`src/rtl/core_inst_seq_if.sv`:
```
// ---------------------------------------------------------------------------
// core_inst_seq_if
// Handshake and instruction bus between the convolution sequencer and the
// core it drives.
//   start       : host -> sequencer, one-cycle pulse that begins a conv run
//   ofifo_valid : core -> sequencer, OFIFO holds a complete psum row
//   inst[34:0]  : sequencer -> core, instruction word
//   busy        : sequencer -> host, high whenever the sequencer is not idle
//   out_valid   : sequencer -> host, one output pixel finished accumulating
//   done        : sequencer -> host, run complete
// modport master : the sequencer (drives the instruction word)
// modport slave  : the core/host side
// ---------------------------------------------------------------------------
interface core_inst_seq_if;
    logic        start;
    logic        ofifo_valid;
    logic [34:0] inst;
    logic        busy;
    logic        out_valid;
    logic        done;

    modport master (
        input  start,
        input  ofifo_valid,
        output inst,
        output busy,
        output out_valid,
        output done
    );

    modport slave (
        output start,
        output ofifo_valid,
        input  inst,
        input  busy,
        input  out_valid,
        input  done
    );
endinterface

```
`src/rtl/core_inst_seq.sv`:
```
// ---------------------------------------------------------------------------
// core_inst_seq
// Instruction sequencer for one full 3x3 convolution over a 6x6 input on an
// 8x8 PE core: for every kernel tap it loads weights and activations into L0,
// executes, and drains the OFIFO psum rows into pmem; it then walks pmem to
// accumulate the 9 taps of each of the 16 output pixels through the SFP.
// Ports:
//   clk   : single clock, all outputs registered on its rising edge
//   reset : synchronous, active-low
//   bus   : core_inst_seq_if.master (start, ofifo_valid, inst, busy,
//           out_valid, done)
// Optional feature: define CORE_INST_SEQ_RELU_EN to assert the relu bit on
// the last accumulate cycle and on the gap cycle; otherwise relu is tied 0.
// ---------------------------------------------------------------------------
module core_inst_seq #(
    parameter int row      = 8,
    parameter int col      = 8,
    parameter int len_nij  = 36,
    parameter int len_kij  = 9,
    parameter int len_onij = 16
) (
    input  logic           clk,
    input  logic           reset,
    core_inst_seq_if.master bus
);

    // Instruction word bit positions
    localparam int B_RELU     = 34;
    localparam int B_ACC      = 33;
    localparam int B_CEN_PMEM = 32;
    localparam int B_WEN_PMEM = 31;
    localparam int B_CEN_XMEM = 19;
    localparam int B_WEN_XMEM = 18;
    localparam int B_OFIFO_RD = 6;
    localparam int B_L0_RD    = 3;
    localparam int B_L0_WR    = 2;
    localparam int B_EXECUTE  = 1;
    localparam int B_LOAD     = 0;

    // Both memories disabled (CEN/WEN high), everything else low
    localparam logic [34:0] IDLE_WORD = 35'h1_800C_0000;

    // Geometry of the 6x6 input, 4x4 output, 3x3 kernel
    localparam int IN_W  = 6;
    localparam int OUT_W = 4;
    localparam int K_W   = 3;

    // Weights live above the activations in xmem
    localparam int W_BASE = 1024;

    localparam logic [5:0] COL_LAST  = 6'(col - 1);
    localparam logic [5:0] NIJ_LAST  = 6'(len_nij - 1);
    localparam logic [5:0] NIJ_CNT   = 6'(len_nij);
    localparam logic [5:0] GAP_LAST  = 6'd9;
    localparam logic [5:0] ACC_LAST  = 6'(len_kij);
    localparam logic [3:0] KIJ_LAST  = 4'(len_kij - 1);
    localparam logic [3:0] ONIJ_LAST = 4'(len_onij - 1);

    typedef enum logic [3:0] {
        IDLE, W_L0, K_LOAD, GAP, A_L0, EXEC, DRAIN, O_RD, ACC, ACC_GAP, FIN
    } state_t;

    state_t      state_q, state_d;
    logic [5:0]  t_q, t_d;        // cycle index within the state (r in O_RD, j in ACC)
    logic [3:0]  kij_q, kij_d;
    logic [3:0]  onij_q, onij_d;
    logic        wr_q, wr_d;      // O_RD cycle carries a pmem write
    logic [5:0]  r_next;
    logic [34:0] inst_q;
    logic        busy_q, out_valid_q, done_q;

    // pmem read address for tap j of output pixel onij
    function automatic logic [10:0] acc_addr(input logic [5:0] j, input logic [3:0] onij);
        int ji;
        int oi;
        ji = int'(j);
        oi = int'(onij);
        return 11'(ji * len_nij + (oi / OUT_W + ji / K_W) * IN_W + oi % OUT_W + ji % K_W);
    endfunction

    // Instruction word issued during a cycle of the given state
    function automatic logic [34:0] decode(input state_t s, input logic [5:0] t,
                                           input logic [3:0] kij, input logic [3:0] onij,
                                           input logic wr);
        logic [34:0] w;
        w = IDLE_WORD;
        case (s)
            W_L0: begin
                w[B_CEN_XMEM] = 1'b0;
                w[17:7]       = 11'(W_BASE + int'(kij) * col + int'(t));
                w[B_L0_WR]    = 1'b1;
            end
            K_LOAD: begin
                w[B_L0_RD] = 1'b1;
                w[B_LOAD]  = 1'b1;
            end
            A_L0: begin
                w[B_CEN_XMEM] = 1'b0;
                w[17:7]       = 11'(t);
                w[B_L0_WR]    = 1'b1;
            end
            EXEC: begin
                w[B_L0_RD]   = 1'b1;
                w[B_EXECUTE] = 1'b1;
            end
            O_RD: begin
                if (wr) begin
                    w[B_OFIFO_RD] = 1'b1;
                    w[B_CEN_PMEM] = 1'b0;
                    w[B_WEN_PMEM] = 1'b0;
                    w[30:20]      = 11'(int'(kij) * len_nij + int'(t));
                end
            end
            ACC: begin
                if (t != ACC_LAST) begin
                    w[B_CEN_PMEM] = 1'b0;
                    w[30:20]      = acc_addr(t, onij);
                end
                // pmem data arrives one cycle after the address
                w[B_ACC] = (t != 6'd0);
`ifdef CORE_INST_SEQ_RELU_EN
                w[B_RELU] = (t == ACC_LAST);
`endif
            end
            ACC_GAP: begin
`ifdef CORE_INST_SEQ_RELU_EN
                w[B_RELU] = 1'b1;
`endif
            end
            default: ;
        endcase
        return w;
    endfunction

    // Rows written so far in O_RD, including this cycle's write
    assign r_next = t_q + 6'(wr_q);

    always_comb begin
        state_d = state_q;
        t_d     = t_q;
        kij_d   = kij_q;
        onij_d  = onij_q;
        wr_d    = 1'b0;
        case (state_q)
            IDLE: begin
                if (bus.start) begin
                    state_d = W_L0;
                    t_d     = '0;
                    kij_d   = '0;
                    onij_d  = '0;
                end
            end
            W_L0: begin
                if (t_q == COL_LAST) begin
                    state_d = K_LOAD;
                    t_d     = '0;
                end else begin
                    t_d = t_q + 6'd1;
                end
            end
            K_LOAD: begin
                if (t_q == COL_LAST) begin
                    state_d = GAP;
                    t_d     = '0;
                end else begin
                    t_d = t_q + 6'd1;
                end
            end
            GAP: begin
                if (t_q == GAP_LAST) begin
                    state_d = A_L0;
                    t_d     = '0;
                end else begin
                    t_d = t_q + 6'd1;
                end
            end
            A_L0: begin
                if (t_q == NIJ_LAST) begin
                    state_d = EXEC;
                    t_d     = '0;
                end else begin
                    t_d = t_q + 6'd1;
                end
            end
            EXEC: begin
                if (t_q == NIJ_LAST) begin
                    state_d = DRAIN;
                    t_d     = '0;
                end else begin
                    t_d = t_q + 6'd1;
                end
            end
            DRAIN: begin
                if (bus.ofifo_valid) begin
                    state_d = O_RD;
                    t_d     = '0;
                    wr_d    = 1'b1;
                end
            end
            O_RD: begin
                // A valid row seen at this edge becomes the next cycle's write,
                // so r only moves on cycles that actually wrote.
                if (r_next == NIJ_CNT) begin
                    t_d = '0;
                    if (kij_q == KIJ_LAST) begin
                        state_d = ACC;
                        onij_d  = '0;
                    end else begin
                        state_d = W_L0;
                        kij_d   = kij_q + 4'd1;
                    end
                end else begin
                    t_d  = r_next;
                    wr_d = bus.ofifo_valid;
                end
            end
            ACC: begin
                if (t_q == ACC_LAST) begin
                    state_d = ACC_GAP;
                    t_d     = '0;
                end else begin
                    t_d = t_q + 6'd1;
                end
            end
            ACC_GAP: begin
                t_d = '0;
                if (onij_q == ONIJ_LAST) begin
                    state_d = FIN;
                end else begin
                    state_d = ACC;
                    onij_d  = onij_q + 4'd1;
                end
            end
            FIN: begin
                state_d = IDLE;
                t_d     = '0;
            end
            default: begin
                state_d = IDLE;
                t_d     = '0;
            end
        endcase
    end

    // Outputs are decoded from the next state so they line up with the state
    // they belong to while still coming straight out of flops.
    always_ff @(posedge clk) begin
        if (!reset) begin
            state_q     <= IDLE;
            t_q         <= '0;
            kij_q       <= '0;
            onij_q      <= '0;
            wr_q        <= 1'b0;
            inst_q      <= IDLE_WORD;
            busy_q      <= 1'b0;
            out_valid_q <= 1'b0;
            done_q      <= 1'b0;
        end else begin
            state_q     <= state_d;
            t_q         <= t_d;
            kij_q       <= kij_d;
            onij_q      <= onij_d;
            wr_q        <= wr_d;
            inst_q      <= decode(state_d, t_d, kij_d, onij_d, wr_d);
            busy_q      <= (state_d != IDLE);
            out_valid_q <= (state_d == ACC_GAP);
            done_q      <= (state_d == FIN);
        end
    end

    assign bus.inst      = inst_q;
    assign bus.busy      = busy_q;
    assign bus.out_valid = out_valid_q;
    assign bus.done      = done_q;

endmodule

```
`src/flat_wrapper.sv`:
```
// flat-port wrapper written by rule: the top's interface ports become plain ports
module core_inst_seq_flat 
#(
    parameter int row      = 8,
    parameter int col      = 8,
    parameter int len_nij  = 36,
    parameter int len_kij  = 9,
    parameter int len_onij = 16
)
  (clk, reset, bus_start, bus_ofifo_valid, bus_inst, bus_busy, bus_out_valid, bus_done);
  core_inst_seq_if bus_i ();
  input  logic clk;
  input  logic reset;
  input wire logic [$bits(bus_i.start)-1:0] bus_start;
  input wire logic [$bits(bus_i.ofifo_valid)-1:0] bus_ofifo_valid;
  output wire logic [$bits(bus_i.inst)-1:0] bus_inst;
  output wire logic [$bits(bus_i.busy)-1:0] bus_busy;
  output wire logic [$bits(bus_i.out_valid)-1:0] bus_out_valid;
  output wire logic [$bits(bus_i.done)-1:0] bus_done;
  assign bus_i.start = bus_start;
  assign bus_i.ofifo_valid = bus_ofifo_valid;
  assign bus_inst = bus_i.inst;
  assign bus_busy = bus_i.busy;
  assign bus_out_valid = bus_i.out_valid;
  assign bus_done = bus_i.done;
  core_inst_seq #(.row(row), .col(col), .len_nij(len_nij), .len_kij(len_kij), .len_onij(len_onij)) u_core (.clk(clk), .reset(reset), .bus(bus_i));
endmodule
```
`config.mk`:
```
export PLATFORM = sky130hd
export DESIGN_NAME = core_inst_seq_flat
export DESIGN_NICKNAME = d
export VERILOG_FILES = /design/src/rtl/core_inst_seq_if.sv /design/src/rtl/core_inst_seq.sv /design/src/flat_wrapper.sv
export SDC_FILE = /design/constraint.sdc
export NUM_CORES = 1
export LEC_CHECK = 0
export BUFFER_PORTS_ARGS = -buffer_cell sky130_fd_sc_hd__buf_2
export CAP_MARGIN = 25
export CORE_UTILIZATION = 60
export DETAILED_ROUTE_END_ITERATION = 8
export PLACE_DENSITY = 0.8
export SETUP_SLACK_MARGIN = 0.05
export SYNTH_ARGS = -nofsm -noshare
export SYNTH_HDL_FRONTEND = slang
export SYNTH_SLANG_ARGS = --single-unit
export TNS_END_PERCENT = 5
```
`constraint.sdc`:
```
create_clock -name clk -period 14.81 [get_ports clk]
set_clock_uncertainty 0.1 [all_clocks]
set_input_delay 3.7025 -clock clk [delete_from_list [all_inputs] [get_ports clk]]
set_output_delay 3.7025 -clock clk [all_outputs]
set_load 0.005 [all_outputs]
```
==> results of run 1 <==
-- worst min path at each step --
stage | start | end | cells after the start
floorplan | u_core.kij_q[1] | u_core.kij_q[1] | 2
global placement | u_core.kij_q[1] | u_core.kij_q[1] | 2
detailed placement | u_core.kij_q[1] | u_core.kij_q[1] | 2
CTS | u_core.kij_q[1] | u_core.kij_q[1] | 2
global route | u_core.onij_q[0] | u_core.onij_q[0] | 2
finish | u_core.kij_q[1] | u_core.kij_q[1] | 2
-- cell usage in the layout (no fill, tap or decap), types with 5 or more instances in the layout --
cell type   n
a21o_1      9
a21oi_1    33
a22oi_1    14
and2_1     23
and3_1      7
buf_2      35
clkbuf_8    5
conb_1      6
dfxtp_1    51
fa_1       14
ha_1       49
inv_1      46
mux2i_1     6
nand2_1    38
nand2b_1   11
nand3_1    22
nand4b_1    5
nor2_1     61
nor2b_1    11
nor3_1     16
nor4_1      7
o211a_1     6
o211ai_1    5
o21ai_0    22
o21bai_1    6
o22ai_1     5
o31ai_1     8
or2_2       6
or3_1       6
xnor2_1    24
xor2_1     15
-- layout make-up --
class / instances / area [sq um]
Timing Repair Buffer: 38 / 197.7
Inverter: 50 / 187.7
Multi-Input combinational cell: 528 / 3931
Sequential cell: 51 / 1021
Fill cell: 730 / 2816
Tap cell: 105 / 131.4
Clock inverter: 3 / 27.53
Clock buffer: 5 / 68.82
-- flip-flops by register name, indices dropped and copies added (netlist names) --
name,flops
u_core.bus.busy,1
u_core.bus.done,1
u_core.bus.inst,29
u_core.bus.out_valid,1
u_core.kij_q,4
u_core.onij_q,4
u_core.state_q,4
u_core.t_q,6
u_core.wr_q,1
-- logic make-up (layout without fill, tap and decap cells) --
| family | after synthesis | after routing | synth area share, % |
|---|---|---|---|
| multiplexers | 8 | 8 | 1.563 |
| AO/OA/AOI/OAI | 171 | 171 | 24.25 |
| flip-flops | 51 | 51 | 19.33 |
| buffers and inverters | 81 | 96 | 6.584 |
| adder cells (fa/ha/maj) | 64 | 64 | 17.15 |
| other | 2 | 6 | 0.1422 |
| XOR/XNOR | 39 | 39 | 6.466 |
| AND/OR/NAND/NOR | 240 | 240 | 24.52 |
-- through the flow --
step	cell area, sq um	utilization [%]	std cells	setup slack (ps)	hold WS, ps
5_1_grt	5565	66.40	780	175.7	650.8
2_1_floorplan	5298	-	660	1763	486.8
3_3_place_gp	5459	65.13	771	995.4	567.2
4_1_cts	5563	66.37	780	896.9	606.2
6_report	5565	66.40	780	902.1	605.7
3_5_place_dp	5466	65.22	772	600.1	582.3
-- worst max-delay path: cells and delay by family --
kind / cells / cell delay, ps
simple gates: 8 / 2140
buf+inv: 9 / 1070
mux: 2 / 420
xor+xnor: 3 / 370
compound gates: 14 / 3050
fa+ha+maj: 10 / 3270
-- Yosys cell counts (4+ instances only) --
cell,instances
nor2_1,61
dfxtp_1,51
ha_1,50
inv_1,46
nand2_1,38
a21oi_1,33
xnor2_1,24
and2_1,23
nand3_1,22
o21ai_0,22
nor3_1,16
xor2_1,15
a22oi_1,14
clkbuf_1,14
fa_1,14
nand2b_1,11
nor2b_1,11
a21o_1,9
buf_2,8
o31ai_1,8
and3_1,7
buf_4,7
nor4_1,7
mux2i_1,6
o211a_1,6
o21bai_1,6
or2_2,6
or3_1,6
nand4b_1,5
o211ai_1,5
o22ai_1,5
a31oi_1,4
a32o_1,4
inv_2,4
nor3b_1,4
-- power by group --
part	total, mW	switching (mW)	internal, mW
Sequential	0.141	0.00189	0.139
Clock	0.0861	0.0513	0.0348
Combinational	0.0291	0.0187	0.0103
-- routing by layer --
layer	global-route usage (%)	share of wire, %
met1	40.38	44
met2	54.64	49
met3	2.607	4.7
met4	10.20	2.2
met5	0	0
==> impl_results.md, run 1 <==
- Status: complete, no violations
- Area leader, netlist: dfxtp_1
- CP arrival: 14030 ps
- CTS Hold Buffers Added: 0
- Worst r2r src: u_core.t_q[0]
- Gp weighted congestion: 0.9961
- Critical path class: in -> reg
- # IOs: 42
- Tot Pwr: 0.2557 mW
- CTS resizes: 0
- Synth top area share: 19.33%
- Vias in the first global route: 4528
- Critical R2R Capture: u_core.bus.inst[30]
- Tmin final: 13910 ps
- Most common cell on crit path: ha_1
- Worst setup EP type: flop
- Top post-synthesis cells by area: dfxtp_1 (19%), ha_1 (12%), fa_1 (5.3%), nor2_1 (4.3%), xnor2_1 (4.0%)
- Clk pin slew, worst setup/hold paths: 100 ps
- Core Footprint: 8382 sq um
- Area growth syn-to-layout: 5.353%
- Worst Reg-to-Reg Cells: 50
- Die ar.: 9183 sq um
- Nets: 742
- Reg2reg setup slack: 3280 ps
- Wirelength per Cell: 17.91 um
- Post-synth EDFFs: 0
- Vias per cell: 6.336
- CTS tree: built
- Port Buffers: 35
- Crit-path max FO: 14
- Pleak: 2.554 nW
- Number of buffers created by CTS: 5
- HPWL after detailed placement: 10840 um
- Sequential share of the synthesized area: 19.33%
- Worst rel slew slack: 39.04%
- Global Route Usage Sum: 31.21%
- Clock H-tree levels: 2
- CTS root buf: clkbuf_8
- Worst vdd ir: 35.46 uV
- MaxCap Viol Count: 0
- Pin count of the biggest net entering global routing: 26
- Share of cells above drive strength 1: 11.11%
- Syn Inst Count: 656
- Hold Fails Final Rpt: 0
- CP max-delay cell: fa_1
- Overall routed net length: 13970 um
- CTS Sinks: 51
- CP Capture Point: u_core.bus.inst[30]
- First DRT Iteration DRCs: 304
- RSZ-0062 raised after global routing: no
- Die Ht: 95.83 um
- #FFs+latches synth: 51
- Mapped Area: 5283 sq um
- Post-DRT Antenna Nets: 0
- Most used DFF post-synth: dfxtp_1
- DRC: 0
- First-pass GRT wire length: 22190 um
- Ys Warns: 0
- Vias: 4942
- N_diodes: 0
- Kind of start point of the critical path: primary input
- Worst Path Required: 14930 ps
- Worst-case clock buffer depth: 2
- Mapped Avg Cell Area: 8.053 sq um
- Total gr overflow: 0
- Row cnt: 33
- Async S/R FF share, synth: 0%
- Clk Latency, worst-skew pair: 310 ps
- Synth unique cells: 88
- Initial antenna violation count: 0
- Final Setup Violations: 0
- Die Span X: 95.83 um
- Peak Freq: 0.07190 GHz
- HP Class: reg -> reg
- CP startpoint: bus_start
- Crit share post-route: 93.91%
- Starting Density: 63.02%
- Slew Limit Fails: 0
- Drt first pass iters: 6
- Postcts setup bufs: 0
- Crit-path max cell delay: 530 ps
- Slew @ Worst Pin: 907.3 ps
- Post-Route Setup TNS: 0 ps
- Power per Cell Area: 45.95 nW/um^2
Power figures use the tool's default switching activity.
==> run 2: changes to the inputs <==
- MAX_ROUTING_LAYER: unset -> met4
- SLEW_MARGIN: unset -> 20
==> run 2 against run 1 <==
  * Via count is 0.14% higher
  * Critical path depth is the same
  * First-iteration DRC count shrank 13%
  * Power rose by 0.91%
  * Combinational power about the same
  * Maximum frequency fell by 0.18%
  * Die area is the same
  * Non-clock buffer count increased by 1
  * Register-to-register slack worse by 30 ps
  * Critical path type unchanged
==> impl_results.md, run 2 (synthesis gave the netlist of run 1 again) <==
- Status: complete, no violations
- Global Route Usage Sum: 32.63% (+1.4 points)
- Flip-flop count of the largest register after layout: 29 (unchanged)
- Starting Density: 63.02% (unchanged)
- GR Layer Usage met1: 38.18% (-2.2 points)
- DRC: 0 (unchanged)
- Die Ht: 95.83 um (unchanged)
- Power per Cell Area: 46.30 nW/um^2 (+0.75%)
- Vias: 4949 (+0.14%)
- Die ar.: 9183 sq um (unchanged)
- Most common cell on crit path: ha_1
- Wirelength per Cell: 18.08 um (+0.97%)
- Crit-path max cell delay: 540 ps (about the same)
- Nets: 743 (+0.13%)
- Hold Fails Final Rpt: 0 (unchanged)
- Gp weighted congestion: 0.9840 (-1.2%)
- Clock H-tree levels: 2 (unchanged)
- RSZ-0062 raised after global routing: no
- CTS tree: built
- Worst Path Required: 14940 ps (about the same)
- HPWL after detailed placement: 11040 um (+1.8%)
- Met2 Track Usage GR: 55.65% (+1.0 points)
- Crit share post-route: 94.08% (+0.17 points)
- Critical path class: in -> reg
- N_diodes: 0 (unchanged)
- Clk pin slew, worst setup/hold paths: 100 ps (about the same)
- Port Buffers: 35 (unchanged)
- Commonest non-fill, non-tap cell in the layout: nor2_1
- Clk Latency, worst-skew pair: 320 ps (about the same)
- Slew Limit Fails: 0 (unchanged)
- Post-Route Setup TNS: 0 ps (unchanged)
- Pin count of the biggest net entering global routing: 26 (unchanged)
- Die Span X: 95.83 um (unchanged)
- Overall routed net length: 14120 um (+1.1%)
- HP Class: reg -> reg
- Drt first pass iters: 5 (-1)
- CP max-delay cell: fa_1
- Core Footprint: 8382 sq um (unchanged)
- CTS root buf: clkbuf_8
- Worst rel slew slack: 35.77% (-3.3 points)
- Total gr overflow: 0 (unchanged)
- Tmin final: 13930 ps (+25.28 ps)
- Commonest non-fill, non-tap cells in the layout: nor2_1 (61), dfxtp_1 (51), ha_1 (49), inv_1 (46), nand2_1 (38)
- Met3 Track Usage GR: 4.186% (+1.6 points)
- CP arrival: 14070 ps (+40 ps)
- Row cnt: 33 (unchanged)
- Worst setup EP type: flop
- Kind of start point of the critical path: primary input
- Peak Freq: 0.07177 GHz (-0.18%)
- Area growth syn-to-layout: 5.519%
- Vias in the first global route: 4643 (+2.5%)
- First DRT Iteration DRCs: 264 (-13%)
- MaxCap Viol Count: 0 (unchanged)
- Fin worst setup slack: 876.8 ps (-25.28 ps)
- First-pass GRT wire length: 22420 um (+1.0%)
- # IOs: 42 (unchanged)
- Worst vdd ir: 42.80 uV (+21%)
- Share of cells above drive strength 1: 11.24% (+0.13 points)
- Dpl ws: 507.2 ps (-92.91 ps)
- Crit-path max FO: 14 (unchanged)
- CTS Sinks: 51 (unchanged)
- Slew @ Worst Pin: 956.1 ps (+48.71 ps)
- Vias per cell: 6.337 (about the same)
- Busiest grt layer: met2
- Initial antenna violation count: 0 (unchanged)
- Post-DRT Antenna Nets: 0 (unchanged)
- Final Setup Violations: 0 (unchanged)
- Worst-case clock buffer depth: 2 (unchanged)
- Pleak: 2.563 nW (+0.37%)
- Number of buffers created by CTS: 5 (unchanged)
run 2: cell types whose count changed in the layout (fill, tap and decap cells not counted), sizes merged:
| cell | previous run | this run |
|---|---|---|
| buf | 38 | 39 |
| clkinv | 1 | 2 |
| clkinvlp | 1 | 0 |
run 2: final cells by class:
| type | instances | area [sq um] |
|---|---|---|
| multi-input cells | 528 | 3931 |
| repair buffers | 39 | 205.2 |
| fillers | 725 | 2808 |
| flip-flops and latches | 51 | 1021 |
| clock inverters | 3 | 28.78 |
| inverters | 50 | 187.7 |
| clock buffers | 5 | 68.82 |
| well taps | 105 | 131.4 |
run 2: final timing paths:
| kind | startpoint | endpoint | slack [ps] | depth (start not counted) |
|---|---|---|---|---|
| worst max-delay path | bus_start | u_core.bus.inst[30] | 880 | 46 |
| worst min-delay path | u_core.kij_q[1] | u_core.kij_q[1] | 590 | 2 |
| worst max register to register | u_core.t_q[0] | u_core.bus.inst[30] | 3250 | 50 |
| worst min register to register | u_core.kij_q[1] | u_core.kij_q[1] | 590 | 2 |
run 2: stage by stage:
step | cell area [sq um] | utilization [%] | power, mW | hold slack (ps) | instances
2_1_floorplan | 5298 | - | 0.1650 | 486.8 | 660
3_3_place_gp | 5466 | 65.22 | 0.1718 | 571.0 | 772
3_5_place_dp | 5474 | 65.31 | 0.1727 | 575.3 | 773
4_1_cts | 5572 | 66.47 | 0.2588 | 599.1 | 781
5_1_grt | 5574 | 66.50 | 0.2676 | 653.0 | 781
6_report | 5574 | 66.50 | 0.2581 | 594.5 | 781
run 2: routing by layer:
| layer | wire length [um] | up-vias |
|---|---|---|
| met5 | 0 | - |
| met4 | 554 | 0 |
| met3 | 579 | 47 |
| met2 | 6838 | 153 |
| met1 | 6151 | 2356 |
| li1 | - | 2393 |
run 2: worst max-delay path, delay by kind of cell:
family	cells	cell delay, ps
mux	2	510
xor+xnor	3	390
fa+ha+maj	10	3290
simple gates	8	2080
compound gates	14	3020
buf+inv	9	1060
run 2: power by group:
group / switching [mW] / internal, mW / total (mW) / leakage, nW
logic: 0.0189 / 0.0103 / 0.0292 / 2.10
clock network: 0.0531 / 0.0351 / 0.0883 / 0.0502
registers: 0.00191 / 0.139 / 0.141 / 0.412
total: 0.0739 / 0.184 / 0.258 / 2.56
run 2: what timing repair did:
action / in CTS / in global routing
setup buffers: 0 / 0
hold buffers: 0 / 0
endpoints found under the setup margin: 0 / 1
gates resized for setup: 0 / 1
==> run 3: changes to the inputs <==
==> constraint.sdc (replaced) <==
create_clock -name clk -period 14.81 [get_ports clk]
set_clock_uncertainty 0.1 [all_clocks]
set_input_delay 1.481 -clock clk [delete_from_list [all_inputs] [get_ports clk]]
set_output_delay 1.481 -clock clk [all_outputs]
set_load 0.005 [all_outputs]
==> run 3 against run 2 <==
  * Power fell by 0.36%
  * Final cell count shrank 0.38%
  * Cell area decreased by 0.43%
  * First-iteration DRC count shrank 8.3%
  * Combinational power hardly changed
  * Flip-flop and latch count stayed put
  * Largest cell class unchanged
  * Worst hold slack better by 3.7 ps
  * Wire length fell by 4.1%
  * Die area unchanged
  * Sequential share of layout area rose by 0.078 points
  * Global-route usage decreased by 0.93 points
  * Clock-buffer cell count unchanged
==> impl_results.md, run 3 (synthesis gave the netlist of run 1 again) <==
- Status: complete, no violations
- N_diodes: 0 (unchanged)
- Clk Latency, worst-skew pair: 310 ps (about the same)
- CTS Sinks: 51 (unchanged)
- Flip-flop count of the largest register after layout: 29 (unchanged)
- Clock H-tree levels: 2 (unchanged)
- Final Setup Violations: 0 (unchanged)
- CTS Hold Buffers Added: 0 (unchanged)
- Power per Cell Area: 46.33 nW/um^2 (about the same)
- # IOs: 42 (unchanged)
- CTS resizes: 0 (unchanged)
- Post-DRT Antenna Nets: 0 (unchanged)
- HPWL after detailed placement: 10720 um (-2.9%)
- Slew Limit Fails: 0 (unchanged)
- Vias per cell: 6.270 (-1.1%)
- Die ar.: 9183 sq um (unchanged)
- Share of cells above drive strength 1: 10.85% (-0.40 points)
- Worst vdd ir: 39.98 uV (-6.6%)
- Clk pin slew, worst setup/hold paths: 110 ps (about the same)
- Overall routed net length: 13550 um (-4.1%)
- Reg2reg setup slack: 2840 ps (-410 ps)
- RSZ-0062 raised after global routing: no
- Critical path class: in -> reg
- Starting Density: 63.02% (unchanged)
- Global Route Usage Sum: 31.70% (-0.93 points)
- Postcts setup bufs: 0 (unchanged)
- DRC: 0 (unchanged)
- Kind of start point of the critical path: primary input
- Gp weighted congestion: 0.9811 (-0.29%)
- Number of buffers created by CTS: 5 (unchanged)
- Vias: 4878 (-1.4%)
- Post-Route Setup TNS: 0 ps (unchanged)
- Nets: 740 (-0.40%)
- Final std cells w/o fill: 778 (-0.38%)
- CTS root buf: clkbuf_8
- MaxCap Viol Count: 0 (unchanged)
- Peak Freq: 0.08215 GHz (+14%)
- Wirelength per Cell: 17.41 um (-3.7%)
- Worst rel slew slack: 33.84% (-1.9 points)
- Worst Path Required: 14950 ps (about the same)
- Hold Fails Final Rpt: 0 (unchanged)
- Crit-path max FO: 15 (+1)
- Crit-path max cell delay: 560 ps (+20 ps)
- Crit share post-route: 82.20% (-12 points)
- Die Span X: 95.83 um (unchanged)
- Slew @ Worst Pin: 984.9 ps (+28.79 ps)
- Worst setup EP type: flop
- Total gr overflow: 0 (unchanged)
- Fin worst setup slack: 2637 ps (+1760 ps)
- Vias in the first global route: 4555 (-1.9%)
- CP arrival: 12310 ps (-1760 ps)
- CP max-delay cell: fa_1
- Row cnt: 33 (unchanged)
- Die Ht: 95.83 um (unchanged)
- CTS tree: built
- Worst-case clock buffer depth: 2 (unchanged)
- Commonest non-fill, non-tap cells in the layout: nor2_1 (61), dfxtp_1 (51), ha_1 (50), inv_1 (46), nand2_1 (38)
- Most common cell on crit path: ha_1
- Pleak: 2.549 nW (-0.53%)
- Area growth syn-to-layout: 5.069%
- Tmin final: 12170 ps (-1760 ps)
- First DRT Iteration DRCs: 242 (-8.3%)
- Port Buffers: 35 (unchanged)
- First-pass GRT wire length: 21960 um (-2.0%)
- Initial antenna violation count: 0 (unchanged)
- Drt first pass iters: 5 (unchanged)
- Final core occ: 66.22% (-0.28 points)
- Core Footprint: 8382 sq um (unchanged)
- HP Class: reg -> reg
- Commonest non-fill, non-tap cell in the layout: nor2_1
- Pin count of the biggest net entering global routing: 26 (unchanged)
- Dpl ws: 2448 ps (+1941 ps)
- Dpl cells: 770 (-0.39%)
-- run 3: changes by cell type in the layout (fill, tap and decap cells not counted), sizes merged --
cell | before | now
inv | 51 | 52
buf | 39 | 36
clkinv | 2 | 1
-- run 3: layout make-up --
cell class                      instances  area (sq um)
Multi-Input combinational cell        528          3933
Fill cell                             720          2831
Sequential cell                        51          1021
Inverter                               50         187.7
Timing Repair Buffer                   36         182.7
Tap cell                              105         131.4
Clock buffer                            5         68.82
Clock inverter                          3         26.28
-- run 3: power breakdown --
part | internal, mW | total (mW) | switching (mW)
Combinational | 0.0104 | 0.0291 | 0.0187
Clock | 0.0349 | 0.0875 | 0.0526
Sequential | 0.139 | 0.141 | 0.00187
-- run 3: routing by layer --
| metal | part of all wire [%] | track usage [%] | wire length [um] |
|---|---|---|---|
| met3 | 4.0 | 3.712 | 547 |
| met2 | 48 | 55.12 | 6562 |
| met5 | 0 | - | 0 |
| met1 | 45 | 38.19 | 6097 |
| met4 | 2.5 | 10.07 | 341 |
-- run 3: worst paths after layout --
kind / startpoint / end / cells after the start
setup / recovery: bus_start / u_core.bus.inst[30] / 46
setup reg to reg: u_core.t_q[0] / u_core.bus.inst[30] / 49
hold / removal: u_core.kij_q[1] / u_core.kij_q[1] / 2
hold reg to reg: u_core.kij_q[1] / u_core.kij_q[1] / 2
-- run 3: per-stage QoR --
step	cell area [sq um]	power (mW)	hold slack [ps]
after floorplan	5298	0.1650	486.8
final	5550	0.2571	598.2
after detailed placement	5451	0.1723	573.3
after CTS	5547	0.2576	597.3
after global routing	5550	0.2656	659.0
after global placement	5451	0.1717	577.5
-- run 3: worst max-delay path, delay by kind of cell --
kind                     cells  cell delay, ps
XOR/XNOR                     3             390
multiplexers                 2             490
AND/OR/NAND/NOR             10            2350
buffers and inverters        8            1100
AO/OA/AOI/OAI               13            3130
adder cells (fa/ha/maj)     10            3330
